**config.mk**
```make
export PLATFORM = sky130hd
export DESIGN_NAME = vidmem_arbiter_flat
export DESIGN_NICKNAME = d
export VERILOG_FILES = /design/src/rtl/cgia_pkg.sv /design/src/rtl/vidmem_arbiter_if.sv /design/src/rtl/vmarb_timeout.sv /design/src/rtl/vidmem_arbiter.sv /design/src/flat_wrapper.sv
export SDC_FILE = /design/constraint.sdc
export NUM_CORES = 1
export LEC_CHECK = 0
export BUFFER_PORTS_ARGS = -buffer_cell sky130_fd_sc_hd__buf_2
export CAP_MARGIN = 10
export CELL_PAD_IN_SITES_DETAIL_PLACEMENT = 2
export CELL_PAD_IN_SITES_GLOBAL_PLACEMENT = 2
export CORE_MARGIN = 2
export CORE_UTILIZATION = 10
export DETAILED_ROUTE_END_ITERATION = 7
export GPL_TIMING_DRIVEN = 0
export HOLD_SLACK_MARGIN = 0.03
export PLACE_DENSITY_LB_ADDON = 0.12
export SLEW_MARGIN = 15
export SYNTH_ARGS = -nofsm -noshare
export SYNTH_HDL_FRONTEND = slang
export SYNTH_SLANG_ARGS = --single-unit
export TNS_END_PERCENT = 50
```
**constraint.sdc**
```tcl
create_clock -name clk_i -period 1.5 [get_ports clk_i]
set_input_delay 0.075 -clock clk_i [delete_from_list [all_inputs] [get_ports clk_i]]
set_output_delay 0.075 -clock clk_i [all_outputs]
set_load 0.01 [all_outputs]
```
**src/rtl/cgia_pkg.sv**
```systemverilog
// Shared CGIA definitions: grant encoding and video memory bus widths.
package cgia_pkg;

  localparam int ADR_W = 23;
  localparam int DAT_W = 16;

  typedef enum logic [1:0] {
    GNT_NONE  = 2'b00,
    GNT_FETCH = 2'b01,
    GNT_CPU   = 2'b10
  } gnt_t;

endpackage

```
**src/rtl/vidmem_arbiter_if.sv**
```systemverilog
// Bus bundle for vidmem_arbiter: fetcher port, CPU port, memory-controller port and grant.
// Handshake: Wishbone classic; a request is held with CYC/STB high and completes on the cycle ACK (or ERR) is high.
interface vidmem_arbiter_if;
   import cgia_pkg::*;

   logic             f_cyc_i;
   logic [ADR_W-1:0] f_adr_i;
   logic             f_ack_o;
   logic             f_err_o;

   logic             c_cyc_i;
   logic             c_stb_i;
   logic             c_we_i;
   logic [1:0]       c_sel_i;
   logic [ADR_W-1:0] c_adr_i;
   logic [DAT_W-1:0] c_dat_i;
   logic [DAT_W-1:0] c_dat_o;
   logic             c_ack_o;
   logic             c_err_o;

   logic             m_cyc_o;
   logic             m_stb_o;
   logic             m_we_o;
   logic [1:0]       m_sel_o;
   logic [ADR_W-1:0] m_adr_o;
   logic [DAT_W-1:0] m_dat_o;
   logic [DAT_W-1:0] m_dat_i;
   logic             m_ack_i;

   logic [1:0]       gnt_o;

   // Arbiter view.
   modport slave (
      input  f_cyc_i, f_adr_i, c_cyc_i, c_stb_i, c_we_i, c_sel_i, c_adr_i, c_dat_i,
      input  m_dat_i, m_ack_i,
      output f_ack_o, f_err_o, c_dat_o, c_ack_o, c_err_o,
      output m_cyc_o, m_stb_o, m_we_o, m_sel_o, m_adr_o, m_dat_o, gnt_o
   );

   // Requesters and memory controller view.
   modport master (
      output f_cyc_i, f_adr_i, c_cyc_i, c_stb_i, c_we_i, c_sel_i, c_adr_i, c_dat_i,
      output m_dat_i, m_ack_i,
      input  f_ack_o, f_err_o, c_dat_o, c_ack_o, c_err_o,
      input  m_cyc_o, m_stb_o, m_we_o, m_sel_o, m_adr_o, m_dat_o, gnt_o
   );

endinterface

```
**src/rtl/vmarb_timeout.sv**
```systemverilog
// Stall watchdog: counts consecutive un-ACKed strobe cycles and flags expiry at TIMEOUT.
module vmarb_timeout #(
   parameter int TIMEOUT = 255
) (
   input  logic clk_i,
   input  logic reset_i,
   input  logic stb,
   input  logic ack,
   input  logic clr,
   output logic expire
);

   localparam logic [7:0] LIMIT = 8'(TIMEOUT - 1);

   logic [7:0] cnt_q;

   // Expiry is the TIMEOUT-th stalled cycle, i.e. TIMEOUT-1 stalls already counted.
   assign expire = stb && (cnt_q == LIMIT);

   always_ff @(posedge clk_i or negedge reset_i) begin
      if (!reset_i) begin
         cnt_q <= 8'd0;
      end else if (!stb || ack || clr || expire) begin
         cnt_q <= 8'd0;
      end else begin
         cnt_q <= cnt_q + 8'd1;
      end
   end

endmodule

```
**src/rtl/vidmem_arbiter.sv**
```systemverilog
// Two-master Wishbone arbiter: CGIA fetcher (priority) and CPU share one memory port.
// Optional stall timeout enabled with macro VMARB_TIMEOUT_EN.
module vidmem_arbiter
   import cgia_pkg::*;
#(
   parameter int TIMEOUT = 255
) (
   input  logic             clk_i,
   input  logic             reset_i,
   vidmem_arbiter_if.slave  bus
);

   gnt_t gnt_q;
   gnt_t gnt_d;
   logic owner_cyc;
   logic expire;
   logic ack_ok;

   always_comb begin
      owner_cyc = 1'b0;
      case (gnt_q)
         GNT_FETCH: owner_cyc = bus.f_cyc_i;
         GNT_CPU:   owner_cyc = bus.c_cyc_i;
         default:   owner_cyc = 1'b0;
      endcase

      // Owner keeps the bus while its CYC is high; release hands over on the same edge.
      gnt_d = gnt_q;
      if (expire) begin
         gnt_d = GNT_NONE;
      end else if (gnt_q == GNT_NONE || !owner_cyc) begin
         if (bus.f_cyc_i)      gnt_d = GNT_FETCH;
         else if (bus.c_cyc_i) gnt_d = GNT_CPU;
         else                  gnt_d = GNT_NONE;
      end
   end

   always_ff @(posedge clk_i or negedge reset_i) begin
      if (!reset_i) begin
         gnt_q <= GNT_NONE;
      end else begin
         gnt_q <= gnt_d;
      end
   end

   assign bus.gnt_o = gnt_q;

   always_comb begin
      bus.m_cyc_o = 1'b0;
      bus.m_stb_o = 1'b0;
      bus.m_we_o  = 1'b0;
      bus.m_sel_o = 2'b00;
      bus.m_adr_o = '0;
      bus.m_dat_o = '0;
      case (gnt_q)
         GNT_FETCH: begin
            bus.m_cyc_o = bus.f_cyc_i;
            bus.m_stb_o = bus.f_cyc_i;
            bus.m_sel_o = 2'b11;
            bus.m_adr_o = bus.f_adr_i;
         end
         GNT_CPU: begin
            bus.m_cyc_o = bus.c_cyc_i;
            bus.m_stb_o = bus.c_stb_i;
            bus.m_we_o  = bus.c_we_i;
            bus.m_sel_o = bus.c_sel_i;
            bus.m_adr_o = bus.c_adr_i;
            bus.m_dat_o = bus.c_dat_i;
         end
         default: ;
      endcase
   end

   // A late ACK in the expiry cycle is dropped; the transfer is reported as an error instead.
   assign ack_ok      = bus.m_ack_i && !expire;
   assign bus.f_ack_o = ack_ok && (gnt_q == GNT_FETCH);
   assign bus.c_ack_o = ack_ok && (gnt_q == GNT_CPU);
   assign bus.c_dat_o = bus.m_dat_i;

`ifdef VMARB_TIMEOUT_EN
   logic gnt_chg;
   assign gnt_chg = (gnt_d != gnt_q);

   vmarb_timeout #(
      .TIMEOUT (TIMEOUT)
   ) u_timeout (
      .clk_i   (clk_i),
      .reset_i (reset_i),
      .stb     (bus.m_stb_o),
      .ack     (bus.m_ack_i),
      .clr     (gnt_chg),
      .expire  (expire)
   );

   assign bus.f_err_o = expire && (gnt_q == GNT_FETCH);
   assign bus.c_err_o = expire && (gnt_q == GNT_CPU);
`else
   logic unused_timeout;
   assign unused_timeout = ^8'(TIMEOUT);
   assign expire      = 1'b0;
   assign bus.f_err_o = 1'b0;
   assign bus.c_err_o = 1'b0;
`endif

endmodule

```
**src/flat_wrapper.sv**
```systemverilog
// flat-port wrapper written by rule: the top's interface ports become plain ports
module vidmem_arbiter_flat import cgia_pkg::*;
#(
   parameter int TIMEOUT = 255
)
  (clk_i, reset_i, bus_f_cyc_i, bus_f_adr_i, bus_c_cyc_i, bus_c_stb_i, bus_c_we_i, bus_c_sel_i, bus_c_adr_i, bus_c_dat_i, bus_m_dat_i, bus_m_ack_i, bus_f_ack_o, bus_f_err_o, bus_c_dat_o, bus_c_ack_o, bus_c_err_o, bus_m_cyc_o, bus_m_stb_o, bus_m_we_o, bus_m_sel_o, bus_m_adr_o, bus_m_dat_o, bus_gnt_o);
  vidmem_arbiter_if bus_i ();
  input  logic clk_i;
  input  logic reset_i;
  input wire logic [$bits(bus_i.f_cyc_i)-1:0] bus_f_cyc_i;
  input wire logic [$bits(bus_i.f_adr_i)-1:0] bus_f_adr_i;
  input wire logic [$bits(bus_i.c_cyc_i)-1:0] bus_c_cyc_i;
  input wire logic [$bits(bus_i.c_stb_i)-1:0] bus_c_stb_i;
  input wire logic [$bits(bus_i.c_we_i)-1:0] bus_c_we_i;
  input wire logic [$bits(bus_i.c_sel_i)-1:0] bus_c_sel_i;
  input wire logic [$bits(bus_i.c_adr_i)-1:0] bus_c_adr_i;
  input wire logic [$bits(bus_i.c_dat_i)-1:0] bus_c_dat_i;
  input wire logic [$bits(bus_i.m_dat_i)-1:0] bus_m_dat_i;
  input wire logic [$bits(bus_i.m_ack_i)-1:0] bus_m_ack_i;
  output wire logic [$bits(bus_i.f_ack_o)-1:0] bus_f_ack_o;
  output wire logic [$bits(bus_i.f_err_o)-1:0] bus_f_err_o;
  output wire logic [$bits(bus_i.c_dat_o)-1:0] bus_c_dat_o;
  output wire logic [$bits(bus_i.c_ack_o)-1:0] bus_c_ack_o;
  output wire logic [$bits(bus_i.c_err_o)-1:0] bus_c_err_o;
  output wire logic [$bits(bus_i.m_cyc_o)-1:0] bus_m_cyc_o;
  output wire logic [$bits(bus_i.m_stb_o)-1:0] bus_m_stb_o;
  output wire logic [$bits(bus_i.m_we_o)-1:0] bus_m_we_o;
  output wire logic [$bits(bus_i.m_sel_o)-1:0] bus_m_sel_o;
  output wire logic [$bits(bus_i.m_adr_o)-1:0] bus_m_adr_o;
  output wire logic [$bits(bus_i.m_dat_o)-1:0] bus_m_dat_o;
  output wire logic [$bits(bus_i.gnt_o)-1:0] bus_gnt_o;
  assign bus_i.f_cyc_i = bus_f_cyc_i;
  assign bus_i.f_adr_i = bus_f_adr_i;
  assign bus_i.c_cyc_i = bus_c_cyc_i;
  assign bus_i.c_stb_i = bus_c_stb_i;
  assign bus_i.c_we_i = bus_c_we_i;
  assign bus_i.c_sel_i = bus_c_sel_i;
  assign bus_i.c_adr_i = bus_c_adr_i;
  assign bus_i.c_dat_i = bus_c_dat_i;
  assign bus_i.m_dat_i = bus_m_dat_i;
  assign bus_i.m_ack_i = bus_m_ack_i;
  assign bus_f_ack_o = bus_i.f_ack_o;
  assign bus_f_err_o = bus_i.f_err_o;
  assign bus_c_dat_o = bus_i.c_dat_o;
  assign bus_c_ack_o = bus_i.c_ack_o;
  assign bus_c_err_o = bus_i.c_err_o;
  assign bus_m_cyc_o = bus_i.m_cyc_o;
  assign bus_m_stb_o = bus_i.m_stb_o;
  assign bus_m_we_o = bus_i.m_we_o;
  assign bus_m_sel_o = bus_i.m_sel_o;
  assign bus_m_adr_o = bus_i.m_adr_o;
  assign bus_m_dat_o = bus_i.m_dat_o;
  assign bus_gnt_o = bus_i.gnt_o;
  vidmem_arbiter #(.TIMEOUT(TIMEOUT)) u_core (.clk_i(clk_i), .reset_i(reset_i), .bus(bus_i));
endmodule
```
======== Word-level counts from Yosys, hierarchy flattened ========
Index checks and enable logic that the tools add are counted.
word-level totals
  flip-flop bits (word level) ............. 2
  input bits .............................. 87
  output and inout port bits .............. 66
cells by class
  equal/unequal tests ..................... 2
  muxes and demuxes ....................... 8
  reductions and logical operators ........ 5
operators by type and width
  kind                  count
  $pmux W23 S2          1
  $mux W16              1
  $mux W2               2
  $pmux W1 S2           2
  $pmux W2 S2           1
  $eq A2 B1 Y1 const B  1
  $eq A2 B2 Y1 const B  1
  $logic_and A1 B1 Y1   2
  $logic_not A2 Y1      1
  $logic_not A1 Y1      1
  $logic_or A1 B1 Y1    1
  $mux W1               1

======== Depth between registers and ports, before layout ========
  word-level depth ........................ 4
  gate-level depth with buffers ........... 6
  mapped depth without buffers ............ 4

======== Worst setup path after synthesis ========
No wires, ideal clock.
  path kind ............................... flip-flop to output port
  start ................................... register u_core.gnt_q[0], in the netlist u_core.bus.gnt_o[0]
  end ..................................... output port bus_m_adr_o[0]
  arrival time ............................ 1.360 ns
  data required time ...................... 1.425 ns
  slack ................................... 0.065 ns
  cell stages (with the launch flop) ...... 6
  buffers on the path ..................... 2
  path through ............................ dfrtp_1 > inv_1 > ha_1 > buf_2 > clkbuf_1 > nor2b_1
between the ends
  word-level cells in the longest chain between the ends .. 2
  elaborated cells between the ends (all ways) .. 3
  classes of those cells .................. eq/ne (2); mux (1)
ends and longest elaborated chain
  what                                          RTL line              source
  start: declaration                            vidmem_arbiter.sv:13  gnt_t gnt_q;
  start signal: assignment                      vidmem_arbiter.sv:42  gnt_q <= gnt_d;
  $eq A2 B2 Y1 or $eq A2 B1 Y1 (tied branches)  vidmem_arbiter.sv:55  case (gnt_q)
  $pmux W23 S2 (*)                              vidmem_arbiter.sv:55
  end: declaration                              flat_wrapper.sv:29    output wire logic [$bits(bus_i.m_adr_o)-1:0] bus_m_adr_o;
Every way passes the cells marked *; elsewhere a longest branch is shown, timed or not.

======== Worst setup path in the final report ========
  start ................................... register u_core.gnt_q[1], in the netlist u_core.bus.gnt_o[1]
  end ..................................... output port bus_m_adr_o[1]
Same word-level chain as after synthesis.

==> flow_metrics.py <==
metrics = {
    "synthesis": {
        "ys_ff_latch": 2,
        "yosysSeqAreaShare_pct": 5.988,
        "synth_top_cell_by_area": "a22oi_1",
        "yosys.cell_types.count": 18,
        "synth_compound_area_share_pct": 26.50,
        "synthTopCellsByArea": "a22oi_1 (22%), nor2b_1 (20%), buf_4 (18%), and2_1 (14%), dfrtp_1 (6.0%)",
        "synthCells": 117,
        "yosys.area_share.simple_pct": 38.17,
        "synth_top_area_share_pct": 22.46,
        "synth.area.mux_share_pct": 0,
        "synth_warnings": 0,
        "syn_avg_cell_area_um2": 7.144,
        "synthXorXnorAreaFrac_pct": 0,
        "synth_fa_ha_area_share_pct": 4.491,
        "synth_area_um2": 835.8,
        "synth_top_family_by_area": "simple AND/OR/NAND/NOR gates",
    },
    "clocking": {
        "path_clk_slew_ns": 0.03,
        "clock_latency_ns": 0.21,
        "cts_buffer_depth": 2,
        "htreeDepth": 1,
        "root_buffer": "clkbuf_8",
        "cts_tree": "done",
        "cts_buffers": 3,
        "clock-sinks": 2,
    },
    "global_routing": {
        "antenna_found_initial": 0,
        "grt_pass1_vias": 1486,
        "grt_max_degree": 11,
        "gr-usage-all-layers_pct": 9.910,
        "grt_pass1_wl_mm": 7.189,
        "gr-total-overflow": 0,
    },
    "placed_design": {
        "portBuffers": 134,
        "place_ws_ns": -0.2729,
        "dpl.hpwl_mm": 3.968,
        "globalplace.congestion": 0.6484,
        "numPlacedInstances": 357,
    },
    "timing": {
        "fin_crit_sh_pct": 109.6,
        "hold_viol": 0,
        "fmax_mhz": 608.5,
        "setup_viol": 34,
        "setup_slack_ns": -0.1435,
        "skew_ns": 0.004412,
        "whs_ns": 0.1684,
        "rsz0062_at_grt": "yes",
        "drv_slew": 0,
        "fin_crit_ns": 1.643,
    },
    "finish": {
        "final_common_cell": "buf_2",
        "layout.nets": 360,
        "finalNonFillerCells": 373,
        "drive_gt1_share_pct": 82.09,
        "fillers": 993,
        "final_cell_mix": "buf_2 (123), buf_4 (26), and2_1 (18)",
        "n_antenna_cell": 0,
        "area_growth_pct": 168.6,
        "largest_reg_flops": 2,
    },
    "critical_path": {
        "cp-start-kind": "flip-flop",
        "crit_type": "reg -> out",
        "cp.arrival_ns": 1.57,
        "endpoint_kind": "output port",
        "critPathRequiredTime_ns": 1.42,
        "cp_max_fo": 6,
    },
    "die": {
        "die_h_um": 95.42,
        "die_area_um2": 9105,
        "rows": 33,
        "core-area_um2": 8175,
        "io_pins": 153,
        "initial_core_util_pct": 10.22,
        "die_x_um": 95.42,
    },
    "power_and_ir_drop": {
        "leakagePower_nw": 1.165,
        "ir_drop_mv": 0.1441,
        "power_density_nw_per_um2": 512.0,
    },
    "detailed_routing": {
        "wl_per_cell_um": 14.20,
        "drtIter0Drc": 9,
        "antenna_left": 0,
        "via_count": 1458,
        "drc": 0,
        "routed_wl_mm": 5.296,
        "vias_per_cell": 3.909,
        "first_pass_iters": 4,
    },
    "job": {
        "drv_cap": 0,
    },
    "hold_path": {
        "hold_class": "in -> reg",
    },
    "run_status": {
        "outcome": "complete, but fails checks",
        "violations": "negative setup slack",
    },
}
-- cell usage after synthesis --
library cell and instances:
a21oi_1 3, and2_1 19, clkbuf_2 1, buf_4 20
and3b_1 1, nand2b_1 2, conb_1 1, o32ai_1 1
a22oi_1 25, buf_2 3, buf_6 1, dfrtp_1 2
clkbuf_1 4, nor2b_1 27, ha_1 3, o32a_1 1
and4b_1 1, inv_1 2
-- routing by layer --
layer / GRT usage [%] / routed length, um
met3: 1.976 / 570
met5: 0 / 0
met2: 18.08 / 2677
met4: 1.786 / 12
met1: 12.10 / 2035
-- final timing paths --
| check | slack, ns | to | cells after the start | startpoint |
|---|---|---|---|---|
| min | 0.17 | u_core.bus.gnt_o[0] | 2 | bus_f_cyc_i |
| max | -0.14 | bus_m_adr_o[1] | 6 | u_core.bus.gnt_o[1] |
| max in group asynchronous | 1.21 | u_core.bus.gnt_o[0] | 2 | reset_i |
| min reg2reg | 0.63 | u_core.bus.gnt_o[0] | 1 | u_core.bus.gnt_o[0] |
| max reg2reg | 0.01 | u_core.bus.gnt_o[1] | 6 | u_core.bus.gnt_o[1] |
| min in group asynchronous | 0.18 | u_core.bus.gnt_o[0] | 2 | reset_i |
-- cell type report --
| class | count | area, um^2 | area share [%] |
|---|---|---|---|
| flip-flops and latches | 2 | 51.30 | 2.285 |
| clock buffers | 3 | 41.29 | 1.839 |
| well taps | 105 | 131.4 | 5.853 |
| plain buffers | 29 | 312.8 | 13.94 |
| multi-input cells | 85 | 812.0 | 36.18 |
| repair buffers | 147 | 885.9 | 39.46 |
| inverters | 2 | 10.01 | 0.4459 |
-- critical path, stage by stage (launching register included) --
cell       delay, ns
dfrtp_1         0.42
inv_2           0.14
ha_4            0.23
buf_8           0.14
clkbuf_16       0.15
nor2b_2         0.14
buf_2           0.14
-- per-stage QoR --
step / area (um^2) / utilization [%] / TNS [ns] / total power [W]
after floorplan: 839.6 / - / 0 / 0.0003683
after global placement: 1642 / 20.08 / -5.933 / 0.0006323
after detailed placement: 1642 / 20.08 / -5.257 / 0.0006343
after CTS: 1921 / 23.49 / -3.459 / 0.0009937
after global routing: 2245 / 27.46 / -6.385 / 0.001248
final: 2245 / 27.46 / -3.047 / 0.001149
-- power by group --
group          internal [W]  leakage [nW]  total [W]  switching (W)
clock              0.000170        0.0216   0.000216      0.0000462
sequential        0.0000592        0.0236  0.0000669     0.00000776
combinational      0.000509          1.12   0.000866       0.000357
-- kinds of logic after synthesis --
kind of cell    after synthesis
fa+ha+maj                     3
other cells                   1
simple gates                 50
flops                         2
compound gates               30
buf+inv                      31
-- timing repair --
action / in CTS / in global routing
hold buffers: 1 / 0
endpoints found under the setup margin: 48 / 47
cloned: 0 / 4
endpoints found under the hold margin: 2 / 0
gates resized for setup: 41 / 51
pin swaps: 2 / 2
setup buffers: 6 / 2
Power figures use the tool's default switching activity.
